`src/rtl/mult_eval_pkg.sv`:
```
// Shared types and width helpers for the multiplier sweep checker.
package mult_eval_pkg;

   typedef enum logic [1:0] {
      StIdle,
      StRun,
      StDrain,
      StFin
   } state_e;

   // Number of (A, B) pairs in one exhaustive sweep.
   function automatic int unsigned sweep_len(input int unsigned width);
      return 32'd1 << (2 * width);
   endfunction

   // Product / sweep index width.
   function automatic int unsigned prod_w(input int unsigned width);
      return 2 * width;
   endfunction

   // Mismatch counter width; must hold the full sweep length.
   function automatic int unsigned cnt_w(input int unsigned width);
      return 2 * width + 1;
   endfunction

endpackage

```
`src/rtl/mult_eval_accum.sv`:
```
// Compare stage: golden product, absolute error and result accumulation.
module mult_eval_accum
   import mult_eval_pkg::*;
#(
   parameter int unsigned WIDTH = 4
) (
   input  logic                       clk,
   input  logic                       rst_n,
   input  logic                       clear,
   input  logic                       valid,
   input  logic [WIDTH-1:0]           a,
   input  logic [WIDTH-1:0]           b,
   input  logic [prod_w(WIDTH)-1:0]   p,
   output logic [cnt_w(WIDTH)-1:0]    err_count,
   output logic                       first_err_valid,
   output logic [WIDTH-1:0]           first_err_a,
   output logic [WIDTH-1:0]           first_err_b,
   output logic [prod_w(WIDTH)-1:0]   first_err_p,
   output logic [prod_w(WIDTH)-1:0]   max_abs_err
);

   localparam int unsigned PW = prod_w(WIDTH);
   localparam int unsigned CW = cnt_w(WIDTH);

   logic [PW-1:0] golden;
   logic [PW-1:0] diff;
   logic          mismatch;

   // Exact product and unsigned absolute error of the captured sample.
   always_comb begin
      golden   = PW'(a) * PW'(b);
      diff     = (p >= golden) ? (p - golden) : (golden - p);
      mismatch = (p != golden);
   end

   // Result registers: cleared on sweep start, updated on each mismatching sample.
   always_ff @(posedge clk or negedge rst_n) begin
      if (!rst_n) begin
         err_count       <= '0;
         first_err_valid <= 1'b0;
         first_err_a     <= '0;
         first_err_b     <= '0;
         first_err_p     <= '0;
         max_abs_err     <= '0;
      end else if (clear) begin
         err_count       <= '0;
         first_err_valid <= 1'b0;
         first_err_a     <= '0;
         first_err_b     <= '0;
         first_err_p     <= '0;
         max_abs_err     <= '0;
      end else if (valid && mismatch) begin
         err_count <= err_count + CW'(1);
         if (!first_err_valid) begin
            first_err_valid <= 1'b1;
            first_err_a     <= a;
            first_err_b     <= b;
            first_err_p     <= p;
         end
         if (diff > max_abs_err) begin
            max_abs_err <= diff;
         end
      end
   end

endmodule

```
`config.mk`:
```
export PLATFORM = sky130hd
export DESIGN_NAME = mult_eval_accum
export DESIGN_NICKNAME = d
export VERILOG_FILES = /design/src/rtl/mult_eval_pkg.sv /design/src/rtl/mult_eval_accum.sv
export SDC_FILE = /design/constraint.sdc
export NUM_CORES = 1
export LEC_CHECK = 0
export BUFFER_PORTS_ARGS = -buffer_cell sky130_fd_sc_hd__buf_4
export CORE_ASPECT_RATIO = 0.5
export CORE_MARGIN = 2
export CORE_UTILIZATION = 60
export CTS_CLUSTER_SIZE = 20
export DETAILED_ROUTE_END_ITERATION = 8
export GPL_TIMING_DRIVEN = 0
export PLACE_DENSITY = 0.86
export SLEW_MARGIN = 20
export SYNTH_ARGS = -nofsm -noshare
export SYNTH_HDL_FRONTEND = slang
export SYNTH_SLANG_ARGS = --single-unit
```
`constraint.sdc`:
```
create_clock -name clk -period 4.5 [get_ports clk]
set_input_delay 1.35 -clock clk [delete_from_list [all_inputs] [get_ports clk]]
set_output_delay 1.35 -clock clk [all_outputs]
set_load 0.005 [all_outputs]
```
==> flow_summary.yaml <==
outcome:
  status: "finished with violations"
  failed_checks: "negative setup slack"
route:
  vias: 2540
  drt_iter0_markers: 269
  wl_per_cell_um: 20.8
  drc: 0
  antenna_left: 0
  routed_wirelength_um: 8290
  viasPerCell: 6.38
  dr.pass1.iters: 5
timing:
  fin_crit_sh_pct: 145
  max_slew_margin_pct: 65.3
  fin_ws_ps: -2040
  setup_violations: 34
  skew_ps: 9.21
  final-max-slew-violation-count: 0
  tightest_slew_ps: 518
  hold_viol_final: 0
  fmax_ghz: 0.153
  tns_ps: -30280
  fin_crit_ps: 6540
  rsz0062_at_grt: "yes"
critical_path:
  r2r_end: "max_abs_err[6]"
  worstRegToRegCells: 8
  reg2reg_from: "max_abs_err[2]"
  critPathMaxFanout: 8
  start_kind: "input port"
  cp-end-kind: "register"
  arrival_ps: 6770
  required_ps: 4720
  criticalPathCategory: "input port to register"
  r2r_slack_ps: 2320
cells_and_area:
  drive_gt1_share_pct: 38.4
  fill_cells: 152
  nets: 405
  area_delta_synth_final_pct: 40.8
  antennaDiodeCount: 0
clock_network:
  cts_buffer_depth: 2
  htreeDepth: 2
  root_buffer: "clkbuf_8"
  clock_sinks: 34
  cts_made_buffers: 5
  path_clk_slew_ps: 80
  cts_tree: "yes"
  clkLatencyLatePin_ps: 290
global_route:
  antenna_found_initial: 0
  gr-total-overflow: 0
  grt_pass1_vias: 2353
  grt_usage_pct: 29.5
  grt_max_degree: 35
  grt_pass1_wl_um: 11300
die:
  row_count: 16
  die_area_um2: 4900
  core_area_um2: 4020
  die_h_um: 50.5
  initial_core_util_pct: 64.6
  die_w_um: 97.1
  ios: 54
synth:
  syn_area_um2: 2600
  synth_common_cells: "ha_1 (36), dfrtp_1 (34), inv_1 (29)"
  yosys.area.top_type: "dfrtp_1"
  seq_area_frac_synth_pct: 32.8
  syn_nets: 321
  synth_cell_types: 36
  yosysMostFrequentCell: "ha_1"
  async_reset_ff_share_pct: 100
  ys_ff_latch: 34
  postSynthCellCount: 259
  synth_top_cell_area_share_pct: 32.8
  ys_top_cells_by_area: "dfrtp_1 (33%), ha_1 (17%), a22o_1 (5.4%)"
  synth-edff-count: 0
  synthFlopType: "dfrtp_1"
  syn_area_per_cell_um2: 10.0
  yosysWarningCount: 0
power_and_ir_drop:
  cellPowerDensity_nw_per_um2: 445
  p_leak_nw: 1.83
  power.total_w: 0.00163
  vdd_ir_drop_max_uv: 282
run:
  cap_viol_max_count: 0
hold_path:
  min-delay-start: "first_err_p[7]"
  min_path_cells: 1
  hold_path.class: "register to register"
  min_to: "first_err_p[7]"
placed_design:
  port_buffers: 53
  hpwl_um: 4670
  routabilityCongestion: 0.845
logic make-up (layout without fill, tap and decap cells):
kind of cell             after synthesis  after routing  synth area share, %
multiplexers                           7              7                 2.70
buffers and inverters                 37            121                 5.78
AND/OR/NAND/NOR                       60             60                 11.8
flip-flops                            34             34                 32.8
adder cells (fa/ha/maj)               42             42                 22.0
XOR/XNOR                              18             18                 6.07
AO/OA/AOI/OAI                         61             62                 18.9
cell type report:
class | instances | area [um2] | area share [%]
buffer | 8 | 68.8 | 1.88
sequential | 34 | 851 | 23.3
tap | 54 | 67.6 | 1.85
inverter | 29 | 109 | 2.98
clock buffer | 6 | 82.6 | 2.26
multi-input combinational | 189 | 1850 | 50.5
clock inverter | 2 | 12.5 | 0.342
timing repair buffer | 76 | 619 | 16.9
cells in the final DEF (no fill, tap or decap), drive strengths merged, types with 3 or more instances in the layout:
master,Yosys,layout
a22o,16,16
a21o,6,6
and2,15,15
a21oi,15,15
nand3b,3,3
o21ai,3,3
xor2,12,12
clkbuf,4,9
inv,29,29
nand2,16,16
nor2,15,15
nand4,6,6
a31oi,4,5
ha,36,36
fa,6,6
dfrtp,34,34
a32o,7,7
buf,4,81
mux2i,7,7
xnor2,6,6
stage by stage:
stage	hold slack [ps]	instance area, um2	util (%)	setup WS (ps)	cells
3_3_place_gp	490	3160	78.4	-2440	366
4_1_cts	516	3500	87.1	-1880	391
5_1_grt	535	3660	90.9	-2190	398
2_1_floorplan	498	2690	-	-1890	259
3_5_place_dp	493	3160	78.4	-2620	366
6_report	517	3660	90.9	-2040	398
worst max-delay path, stage by stage:
cell       delay [ps]
buf_8              90
nand2_8            40
fa_1              550
inv_2              40
fa_1              490
ha_1              290
a21o_1            190
a21oi_2           150
buf_4             130
xnor2_1           160
ha_1              300
buf_2             190
a21oi_2           210
nor2_2             70
a2111oi_4         280
buf_6             180
mux2i_4           250
xor2_2            210
ha_1              300
and3_4            180
a221o_1           350
a21oi_2           220
a31oi_4            80
a21oi_4           270
a32o_1            200
state kept, by name, indices dropped and copies added, names as in the netlist:
| signal | cells |
|---|---|
| err_count | 9 |
| first_err_p | 8 |
| max_abs_err | 8 |
| first_err_a | 4 |
| first_err_b | 4 |
| first_err_valid | 1 |
worst max-delay path by stage:
| stage | start | endpoint | slack [ps] | depth (start not counted) |
|---|---|---|---|---|
| 2_1_floorplan | b[1] | max_abs_err[1] | -1890 | 23 |
| 3_3_place_gp | b[1] | max_abs_err[5] | -2440 | 24 |
| 3_5_place_dp | b[1] | max_abs_err[5] | -2620 | 24 |
| 4_1_cts | b[1] | max_abs_err[5] | -1880 | 25 |
| 5_1_grt | a[2] | max_abs_err[6] | -2190 | 25 |
| 6_report | a[2] | max_abs_err[6] | -2040 | 25 |
where the power goes:
part	switching [W]	internal [W]	total, W
Clock	0.000126	0.000123	0.000249
Combinational	0.000535	0.000457	0.000993
Sequential	0.0000396	0.000345	0.000384
layer usage:
| metal | part of all wire (%) | vias up | GRT usage, % |
|---|---|---|---|
| met1 | 41 | 1228 | 36.8 |
| met5 | 0 | - | 0 |
| met3 | 7.9 | 45 | 6.82 |
| li1 | - | 1080 | - |
| met2 | 47 | 187 | 52.4 |
| met4 | 4.0 | 0 | 8.22 |
what timing repair did:
| action | CTS | global route |
|---|---|---|
| setup endpoints to repair | 34 | 34 |
| setup buffers | 15 | 7 |
| gates cloned | 2 | 0 |
| endpoints found under the hold margin | 0 | 0 |
| gates resized for setup | 31 | 23 |
| pin swaps | 26 | 48 |
| hold buffers | 0 | 0 |
No activity file was read; power rests on OpenSTA's default activity.
